`src/rtl/irq_trap_ctrl_pkg.sv`:
```
// rtl/irq_trap_ctrl_pkg.sv - shared constants, FSM states and helpers for the trap controller
// Purpose: CSR addresses, mstatus/mie/mip bit indices, FSM state encoding and
//          the interrupt-cause builder shared by irq_trap_ctrl and irq_csr_file.
package irq_trap_ctrl_pkg;

  localparam int DEF_XLEN = 32;

  localparam logic [11:0] CSR_MSTATUS = 12'h300;
  localparam logic [11:0] CSR_MIE     = 12'h304;
  localparam logic [11:0] CSR_MTVEC   = 12'h305;
  localparam logic [11:0] CSR_MEPC    = 12'h341;
  localparam logic [11:0] CSR_MCAUSE  = 12'h342;
  localparam logic [11:0] CSR_MIP     = 12'h344;

  localparam int MSTATUS_MIE_BIT  = 3;
  localparam int MSTATUS_MPIE_BIT = 7;
  localparam int MIE_MTIE_BIT     = 7;
  localparam int MIP_MTIP_BIT     = 7;
  localparam int MCAUSE_IRQ_BIT   = DEF_XLEN - 1;

  typedef enum logic [1:0] {
    ST_IDLE  = 2'd0,
    ST_PEND  = 2'd1,
    ST_FLUSH = 2'd2,
    ST_DRAIN = 2'd3
  } irq_state_e;

  // mcause value for an interrupt: exception code with the interrupt flag set.
  function automatic logic [DEF_XLEN-1:0] irq_cause(input int unsigned code);
    logic [DEF_XLEN-1:0] c;
    c = DEF_XLEN'(code);
    c[MCAUSE_IRQ_BIT] = 1'b1;
    return c;
  endfunction

endpackage

```
`src/rtl/irq_trap_ctrl_if.sv`:
```
// rtl/irq_trap_ctrl_if.sv - CSR access bus between commit stage and trap controller
// Purpose: groups the CSR read/write signals.
// Signals: csr_we (write strobe), csr_addr[11:0], csr_wdata[XLEN-1:0],
//          csr_rdata[XLEN-1:0] (combinational read, 0 when unmapped).
// Modports: master = commit stage side, slave = controller side.
interface irq_trap_ctrl_if #(
  parameter int XLEN = irq_trap_ctrl_pkg::DEF_XLEN
);
  logic            csr_we;
  logic [11:0]     csr_addr;
  logic [XLEN-1:0] csr_wdata;
  logic [XLEN-1:0] csr_rdata;

  modport master (output csr_we, output csr_addr, output csr_wdata, input csr_rdata);
  modport slave  (input csr_we, input csr_addr, input csr_wdata, output csr_rdata);
endinterface

```
`src/rtl/irq_trap_ctrl_csr_file.sv`:
```
// rtl/irq_trap_ctrl_csr_file.sv - machine-mode CSR storage and read mux
// Purpose: holds mstatus.MIE/MPIE, mie.MTIE, mtvec, mepc, mcause; exposes mip.MTIP.
// Ports: clk, rst (async, active-high); csr_we/csr_addr/csr_wdata -> csr_rdata;
//        irq_q (sampled MTIP); trap_set/trap_pc and mret_set (trap-side updates,
//        which beat a same-cycle CSR write); mstatus_mie, mie_mtie, mtvec, mepc out.
// Config: TRAP_VECTORED_EN makes mtvec[1:0] hold mode 00/01; otherwise reads 0.
module irq_csr_file
  import irq_trap_ctrl_pkg::*;
#(
  parameter int              XLEN        = DEF_XLEN,
  parameter logic [XLEN-1:0] MTVEC_RESET = '0,
  parameter int unsigned     TIMER_CAUSE = 7
) (
  input  logic            clk,
  input  logic            rst,
  input  logic            csr_we,
  input  logic [11:0]     csr_addr,
  input  logic [XLEN-1:0] csr_wdata,
  output logic [XLEN-1:0] csr_rdata,
  input  logic            irq_q,
  input  logic            trap_set,
  input  logic [XLEN-1:0] trap_pc,
  input  logic            mret_set,
  output logic            mstatus_mie,
  output logic            mie_mtie,
  output logic [XLEN-1:0] mtvec,
  output logic [XLEN-1:0] mepc
);

  localparam logic [XLEN-1:0] LOW2_MASK = ~XLEN'(3);

  logic            mstatus_mie_q, mstatus_mie_d;
  logic            mstatus_mpie_q, mstatus_mpie_d;
  logic            mie_mtie_q, mie_mtie_d;
  logic [XLEN-1:0] mtvec_q, mtvec_d;
  logic [XLEN-1:0] mepc_q, mepc_d;
  logic [XLEN-1:0] mcause_q, mcause_d;
  logic [XLEN-1:0] mtvec_mode;

`ifdef TRAP_VECTORED_EN
  // Only direct (00) and vectored (01) are legal; anything else collapses to direct.
  assign mtvec_mode = (csr_wdata[1:0] == 2'b01) ? XLEN'(1) : '0;
`else
  assign mtvec_mode = '0;
`endif

  always_comb begin
    mstatus_mie_d  = mstatus_mie_q;
    mstatus_mpie_d = mstatus_mpie_q;
    mie_mtie_d     = mie_mtie_q;
    mtvec_d        = mtvec_q;
    mepc_d         = mepc_q;
    mcause_d       = mcause_q;

    if (csr_we && csr_addr == CSR_MIE)   mie_mtie_d = csr_wdata[MIE_MTIE_BIT];
    if (csr_we && csr_addr == CSR_MTVEC) mtvec_d    = (csr_wdata & LOW2_MASK) | mtvec_mode;

    if (trap_set) begin
      mstatus_mpie_d = mstatus_mie_q;
      mstatus_mie_d  = 1'b0;
      mepc_d         = trap_pc & LOW2_MASK;
      mcause_d       = XLEN'(irq_cause(TIMER_CAUSE));
    end else begin
      if (mret_set) begin
        mstatus_mie_d  = mstatus_mpie_q;
        mstatus_mpie_d = 1'b1;
      end else if (csr_we && csr_addr == CSR_MSTATUS) begin
        mstatus_mie_d  = csr_wdata[MSTATUS_MIE_BIT];
        mstatus_mpie_d = csr_wdata[MSTATUS_MPIE_BIT];
      end
      if (csr_we && csr_addr == CSR_MEPC)   mepc_d   = csr_wdata & LOW2_MASK;
      if (csr_we && csr_addr == CSR_MCAUSE) mcause_d = csr_wdata;
    end
  end

  always_ff @(posedge clk or posedge rst) begin
    if (rst) begin
      mstatus_mie_q  <= 1'b0;
      mstatus_mpie_q <= 1'b0;
      mie_mtie_q     <= 1'b0;
      mtvec_q        <= MTVEC_RESET & LOW2_MASK;
      mepc_q         <= '0;
      mcause_q       <= '0;
    end else begin
      mstatus_mie_q  <= mstatus_mie_d;
      mstatus_mpie_q <= mstatus_mpie_d;
      mie_mtie_q     <= mie_mtie_d;
      mtvec_q        <= mtvec_d;
      mepc_q         <= mepc_d;
      mcause_q       <= mcause_d;
    end
  end

  always_comb begin
    csr_rdata = '0;
    case (csr_addr)
      CSR_MSTATUS: begin
        csr_rdata[12:11]            = 2'b11;  // MPP: machine mode only
        csr_rdata[MSTATUS_MIE_BIT]  = mstatus_mie_q;
        csr_rdata[MSTATUS_MPIE_BIT] = mstatus_mpie_q;
      end
      CSR_MIE:    csr_rdata[MIE_MTIE_BIT] = mie_mtie_q;
      CSR_MTVEC:  csr_rdata = mtvec_q;
      CSR_MEPC:   csr_rdata = mepc_q;
      CSR_MCAUSE: csr_rdata = mcause_q;
      CSR_MIP:    csr_rdata[MIP_MTIP_BIT] = irq_q;
      default:    csr_rdata = '0;
    endcase
  end

  assign mstatus_mie = mstatus_mie_q;
  assign mie_mtie    = mie_mtie_q;
  assign mtvec       = mtvec_q;
  assign mepc        = mepc_q;

endmodule

```
`src/rtl/irq_trap_ctrl.sv`:
```
// rtl/irq_trap_ctrl.sv - machine timer interrupt / mret redirect controller
// Purpose: gates sampled MTIP with MIE/MTIE, waits for a precise commit boundary,
//          then requests flush + redirect to the handler; also redirects on mret.
// Ports: clk, rst (async, active-high); timer_irq_in; csr_bus (slave CSR bus);
//        boundary_in, boundary_pc_in, mret_commit, flush_done in;
//        redirect_vld (1-cycle pulse), redirect_pc, irq_busy out.
// Config: TRAP_VECTORED_EN enables vectored mtvec (handler = base + 4*cause).
module irq_trap_ctrl
  import irq_trap_ctrl_pkg::*;
#(
  parameter int              XLEN        = DEF_XLEN,
  parameter logic [XLEN-1:0] MTVEC_RESET = '0,
  parameter int unsigned     TIMER_CAUSE = 7
) (
  input  logic            clk,
  input  logic            rst,
  input  logic            timer_irq_in,
  irq_trap_ctrl_if.slave  csr_bus,
  input  logic            boundary_in,
  input  logic [XLEN-1:0] boundary_pc_in,
  input  logic            mret_commit,
  input  logic            flush_done,
  output logic            redirect_vld,
  output logic [XLEN-1:0] redirect_pc,
  output logic            irq_busy
);

  logic            irq_q, irq_d;
  irq_state_e      state_q, state_d;
  logic            redirect_vld_q, redirect_vld_d;
  logic [XLEN-1:0] redirect_pc_q, redirect_pc_d;
  logic            irq_busy_q, irq_busy_d;

  logic            mstatus_mie, mie_mtie, eligible;
  logic            trap_set, mret_set, csr_we_eff;
  logic [XLEN-1:0] mtvec, mepc, handler_pc;

  assign irq_d    = timer_irq_in;
  assign eligible = irq_q & mstatus_mie & mie_mtie;
  // mret is only honoured while the pipeline is live; it pre-empts a pending trap.
  assign mret_set = mret_commit && (state_q == ST_IDLE || state_q == ST_PEND);
  assign trap_set = (state_q == ST_PEND) && !mret_commit && eligible && boundary_in;
  // Pipeline is empty while draining, so stray CSR strobes are dropped.
  assign csr_we_eff = csr_bus.csr_we && (state_q != ST_DRAIN);

`ifdef TRAP_VECTORED_EN
  assign handler_pc = (mtvec[1:0] == 2'b01) ?
                      ((mtvec & ~XLEN'(3)) + XLEN'(4 * TIMER_CAUSE)) : mtvec;
`else
  assign handler_pc = mtvec;
`endif

  irq_csr_file #(
    .XLEN        (XLEN),
    .MTVEC_RESET (MTVEC_RESET),
    .TIMER_CAUSE (TIMER_CAUSE)
  ) u_csr (
    .clk         (clk),
    .rst         (rst),
    .csr_we      (csr_we_eff),
    .csr_addr    (csr_bus.csr_addr),
    .csr_wdata   (csr_bus.csr_wdata),
    .csr_rdata   (csr_bus.csr_rdata),
    .irq_q       (irq_q),
    .trap_set    (trap_set),
    .trap_pc     (boundary_pc_in),
    .mret_set    (mret_set),
    .mstatus_mie (mstatus_mie),
    .mie_mtie    (mie_mtie),
    .mtvec       (mtvec),
    .mepc        (mepc)
  );

  always_comb begin
    state_d        = state_q;
    redirect_vld_d = 1'b0;
    redirect_pc_d  = redirect_pc_q;
    case (state_q)
      ST_IDLE: begin
        if (mret_set) begin
          state_d        = ST_DRAIN;
          redirect_vld_d = 1'b1;
          redirect_pc_d  = mepc;
        end else if (eligible) begin
          state_d = ST_PEND;
        end
      end
      ST_PEND: begin
        if (mret_set) begin
          state_d        = ST_DRAIN;
          redirect_vld_d = 1'b1;
          redirect_pc_d  = mepc;
        end else if (!eligible) begin
          state_d = ST_IDLE;
        end else if (trap_set) begin
          state_d        = ST_FLUSH;
          redirect_vld_d = 1'b1;
          redirect_pc_d  = handler_pc;
        end
      end
      ST_FLUSH: state_d = ST_DRAIN;
      ST_DRAIN: if (flush_done) state_d = ST_IDLE;
      default:  state_d = ST_IDLE;
    endcase
    irq_busy_d = (state_d != ST_IDLE);
  end

  always_ff @(posedge clk or posedge rst) begin
    if (rst) begin
      state_q        <= ST_IDLE;
      irq_q          <= 1'b0;
      redirect_vld_q <= 1'b0;
      redirect_pc_q  <= '0;
      irq_busy_q     <= 1'b0;
    end else begin
      state_q        <= state_d;
      irq_q          <= irq_d;
      redirect_vld_q <= redirect_vld_d;
      redirect_pc_q  <= redirect_pc_d;
      irq_busy_q     <= irq_busy_d;
    end
  end

  assign redirect_vld = redirect_vld_q;
  assign redirect_pc  = redirect_pc_q;
  assign irq_busy     = irq_busy_q;

endmodule

```
`src/flat_wrapper.sv`:
```
// flat-port wrapper written by rule: the top's interface ports become plain ports
module irq_trap_ctrl_flat import irq_trap_ctrl_pkg::*;
#(
  parameter int              XLEN        = DEF_XLEN,
  parameter logic [XLEN-1:0] MTVEC_RESET = '0,
  parameter int unsigned     TIMER_CAUSE = 7
)
  (clk, rst, timer_irq_in, boundary_in, boundary_pc_in, mret_commit, flush_done, redirect_vld, redirect_pc, irq_busy, csr_bus_csr_we, csr_bus_csr_addr, csr_bus_csr_wdata, csr_bus_csr_rdata);
  irq_trap_ctrl_if #(.XLEN(XLEN)) csr_bus_i ();
  input  logic clk;
  input  logic rst;
  input  logic timer_irq_in;
  input  logic boundary_in;
  input  logic [XLEN-1:0] boundary_pc_in;
  input  logic mret_commit;
  input  logic flush_done;
  output logic redirect_vld;
  output logic [XLEN-1:0] redirect_pc;
  output logic irq_busy;
  input wire logic [$bits(csr_bus_i.csr_we)-1:0] csr_bus_csr_we;
  input wire logic [$bits(csr_bus_i.csr_addr)-1:0] csr_bus_csr_addr;
  input wire logic [$bits(csr_bus_i.csr_wdata)-1:0] csr_bus_csr_wdata;
  output wire logic [$bits(csr_bus_i.csr_rdata)-1:0] csr_bus_csr_rdata;
  assign csr_bus_i.csr_we = csr_bus_csr_we;
  assign csr_bus_i.csr_addr = csr_bus_csr_addr;
  assign csr_bus_i.csr_wdata = csr_bus_csr_wdata;
  assign csr_bus_csr_rdata = csr_bus_i.csr_rdata;
  irq_trap_ctrl #(.XLEN(XLEN), .MTVEC_RESET(MTVEC_RESET), .TIMER_CAUSE(TIMER_CAUSE)) u_core (.clk(clk), .rst(rst), .timer_irq_in(timer_irq_in), .csr_bus(csr_bus_i), .boundary_in(boundary_in), .boundary_pc_in(boundary_pc_in), .mret_commit(mret_commit), .flush_done(flush_done), .redirect_vld(redirect_vld), .redirect_pc(redirect_pc), .irq_busy(irq_busy));
endmodule
```
`config.mk`:
```
export PLATFORM = sky130hd
export DESIGN_NAME = irq_trap_ctrl_flat
export DESIGN_NICKNAME = d
export VERILOG_FILES = /design/src/rtl/irq_trap_ctrl_pkg.sv /design/src/rtl/irq_trap_ctrl_if.sv /design/src/rtl/irq_trap_ctrl_csr_file.sv /design/src/rtl/irq_trap_ctrl.sv /design/src/flat_wrapper.sv
export SDC_FILE = /design/constraint.sdc
export NUM_CORES = 1
export LEC_CHECK = 0
export CAP_MARGIN = 0
export CORE_MARGIN = 2
export CORE_UTILIZATION = 46
export DETAILED_ROUTE_END_ITERATION = 12
export PLACE_DENSITY = 0.77
export SYNTH_ARGS = -nofsm -noshare
export SYNTH_HDL_FRONTEND = slang
export SYNTH_SLANG_ARGS = --single-unit
```
`constraint.sdc`:
```
create_clock -name clk -period 4 [get_ports clk]
set_clock_uncertainty 0.05 [all_clocks]
set_input_delay 0.8 -clock clk [delete_from_list [all_inputs] [get_ports clk]]
set_output_delay 0.8 -clock clk [all_outputs]
set_load 0.05 [all_outputs]
```
==> results.toml <==
[layout]
ff_latch_area_um2 = 3253
final_layout_size_suffix_gt1_share_pct = 15.72
n_fill_cell = 1093
num_antenna_cells = 0
multiInputGateArea_um2 = 3090
area_growth_pct = 38.56
layout.cells.non_filler = 988
fin_nets = 878

[setup_path]
cp-start-kind = "input pin"
crit_type = "input pin to output pin"
worst_ep_arrival_time_ns = 3.00
crit_required_ns = 3.15
path_max_fanout = 29
critPathCaptureType = "output pin"

[drt]
drc = 0
routed_wl_mm = 19.95
drt_iter0_markers = 737
vias = 5916
wl_per_cell_um = 20.19
firstDrtPassIters = 6
via_per_inst = 5.988
detail-route-antenna-nets = 0

[clocking]
insertion_delay_ns = 0.42
hold_buffers = 0
path_clk_slew_ns = 0.06
cts_root_buffer = "clkbuf_16"
cts.sinks = 130
cts_resized = 0
htree_levels = 4
clock_path_buffers = 2
cts_setup_buffers = 0
cts_tree = "done"
numCtsBuffers = 17

[logic_synthesis]
ys_types = 48
yosys_register_bits = 130
syn_avg_cell_area_um2 = 9.948
synth_most_common_cell = "dfrtp_1"
synth.top_cell.area_share_pct = 48.95
synthesis.area_um2 = 6645
ys_seq_area_share_pct = 48.95
synth_cells = 668
yosys_warnings = 0
ys_top_cells_by_area = "dfrtp_1 49%, mux2i_1 8.9%, mux2_4 6.8%, nand2_1 5.2%, nor2_1 3.8%"
ys_async_sr_fraction_pct = 100.0
synth_edf_count = 0
yosysTopAreaCell = "dfrtp_1"
synth_common_cells = "130 x dfrtp_1, 92 x nand2_1, 67 x nor2_1, 59 x mux2i_1, 34 x a21oi_1"
ys.flop_type = "dfrtp_1"

[timing]
fin_crit_sh_pct = 96.24
rsz0062_at_grt = "no"
maxSlewHeadroom_pct = 42.54
finalSetupViolations = 0
hold_violations = 0
worst_slew_pin_slew_ns = 0.8620
max_freq_ghz = 0.2598
fin_tns_setup_ns = 0
period_minus_slack_ns = 3.850
slew_viol_final = 0

[global_route]
grt_pass1_wl_mm = 31.77
grtUsageTotal_pct = 27.26
grt_pass1_vias = 6222
grt-ovfl-total = 0
grt_max_degree = 121
antenna_found_initial = 0

[pwr]
ir_worst_vdd_mv = 0.4083
p_per_area_nw_per_um2 = 507.8
p_leak_nw = 4.337

[place]
port_buffers = 144
place.gp.congestion = 0.8409
dp_cells = 956
dp_hpwl_mm = 12.79

[run]
drv_cap = 0

[die]
io_pins = 149
die_h_um = 124.2
die_area_um2 = 15420
dieWidth_um = 124.2
core_area_um2 = 13990
start_util_pct = 47.50
row_count = 43

[min_path]
hp-class = "flip-flop to flip-flop"

[outcome]
status = "finished clean"
## stage by stage
| stage | hold slack, ns | total power, mW | worst slack [ns] | cell area, µm² | util [%] |
|---|---|---|---|---|---|
| finish | 0.4784 | 4.675 | 0.1502 | 9208 | 65.82 |
| global route | 0.5056 | 4.860 | 0.07098 | 9208 | 65.82 |
| CTS | 0.4790 | 4.695 | 0.1579 | 9208 | 65.82 |
| detailed placement | 0.4653 | 3.064 | 0.1583 | 8583 | 61.36 |
| global placement | 0.4537 | 3.035 | 0.1875 | 8583 | 61.36 |
| floorplan | 0.4305 | 2.506 | 0.6571 | 6653 | - |
## report_power, final
| group | internal [mW] | total, mW | switching, mW |
|---|---|---|---|
| combinational | 0.489 | 1.42 | 0.935 |
| sequential | 1.50 | 1.62 | 0.124 |
| clock | 1.06 | 1.63 | 0.572 |
## cell families (layout without fill, tap and decap cells)
family | count (synthesis) | in the layout | synth area share [%]
compound gates | 140 | 140 | 13.18
other cells | 1 | 2 | 0.05643
mux | 90 | 90 | 15.84
simple gates | 237 | 237 | 16.81
buf+inv | 70 | 209 | 5.159
flops | 130 | 130 | 48.95
## critical path, stage by stage
cell             delay (ns)
clkdlybuf4s50_1        0.44
or4_4                  0.61
nor4_2                 0.41
buf_12                 0.26
a32oi_1                0.10
o21ai_1                0.20
buf_12                 0.18
## layout by cell type (no fill, tap or decap), drive strengths merged, types with 23 or more instances in the layout
cell type,instances
a21oi,34
a31oi,31
buf,52
clkbuf,23
clkdlybuf4s50,112
dfrtp,130
mux2,31
mux2i,59
nand2,92
nand4,33
nor2,68
o21ai,38
## state kept, by name, summed over array words and instances (netlist names)
register / cells
u_core.state_q: 2
u_core.u_csr.mie_mtie: 1
u_core.irq_busy: 1
u_core.u_csr.mstatus_mie: 1
u_core.u_csr.mcause_q: 32
u_core.irq_q: 1
u_core.u_csr.mstatus_mpie_q: 1
u_core.redirect_pc: 30
u_core.u_csr.mtvec: 30
u_core.u_csr.mepc: 30
u_core.redirect_vld: 1
## final cells by class
cell class | count | share of cell area (%)
Sequential cell | 130 | 35.33
Multi-Input combinational cell | 469 | 33.56
Timing Repair Buffer | 164 | 21.31
Clock buffer | 23 | 5.408
Tap cell | 180 | 2.446
Clock inverter | 9 | 1.372
Inverter | 13 | 0.5707
## per-layer routing
metal	vias up	wire length, µm	global-route usage [%]
met5	-	0	0
met4	0	448	11.03
met3	42	1304	5.998
met2	274	10090	45.73
met1	2932	8105	34.20
li1	2668	-	-
## worst paths after layout
| check | cells after the start | end | startpoint | slack [ns] |
|---|---|---|---|---|
| hold / removal | 2 | u_core.u_csr.mcause_q[1] | u_core.u_csr.mcause_q[1] | 0.48 |
| setup / recovery | 7 | csr_bus_csr_rdata[3] | csr_bus_csr_addr[10] | 0.15 |
| setup reg to reg | 5 | u_core.u_csr.mepc[5] | u_core.state_q[0] | 1.61 |
| min in group asynchronous | 2 | u_core.u_csr.mcause_q[0] | rst | 0.84 |
| hold reg to reg | 2 | u_core.u_csr.mcause_q[1] | u_core.u_csr.mcause_q[1] | 0.48 |
| max in group asynchronous | 3 | u_core.u_csr.mtvec[19] | rst | 2.23 |
No activity file was read; power rests on OpenSTA's default activity.
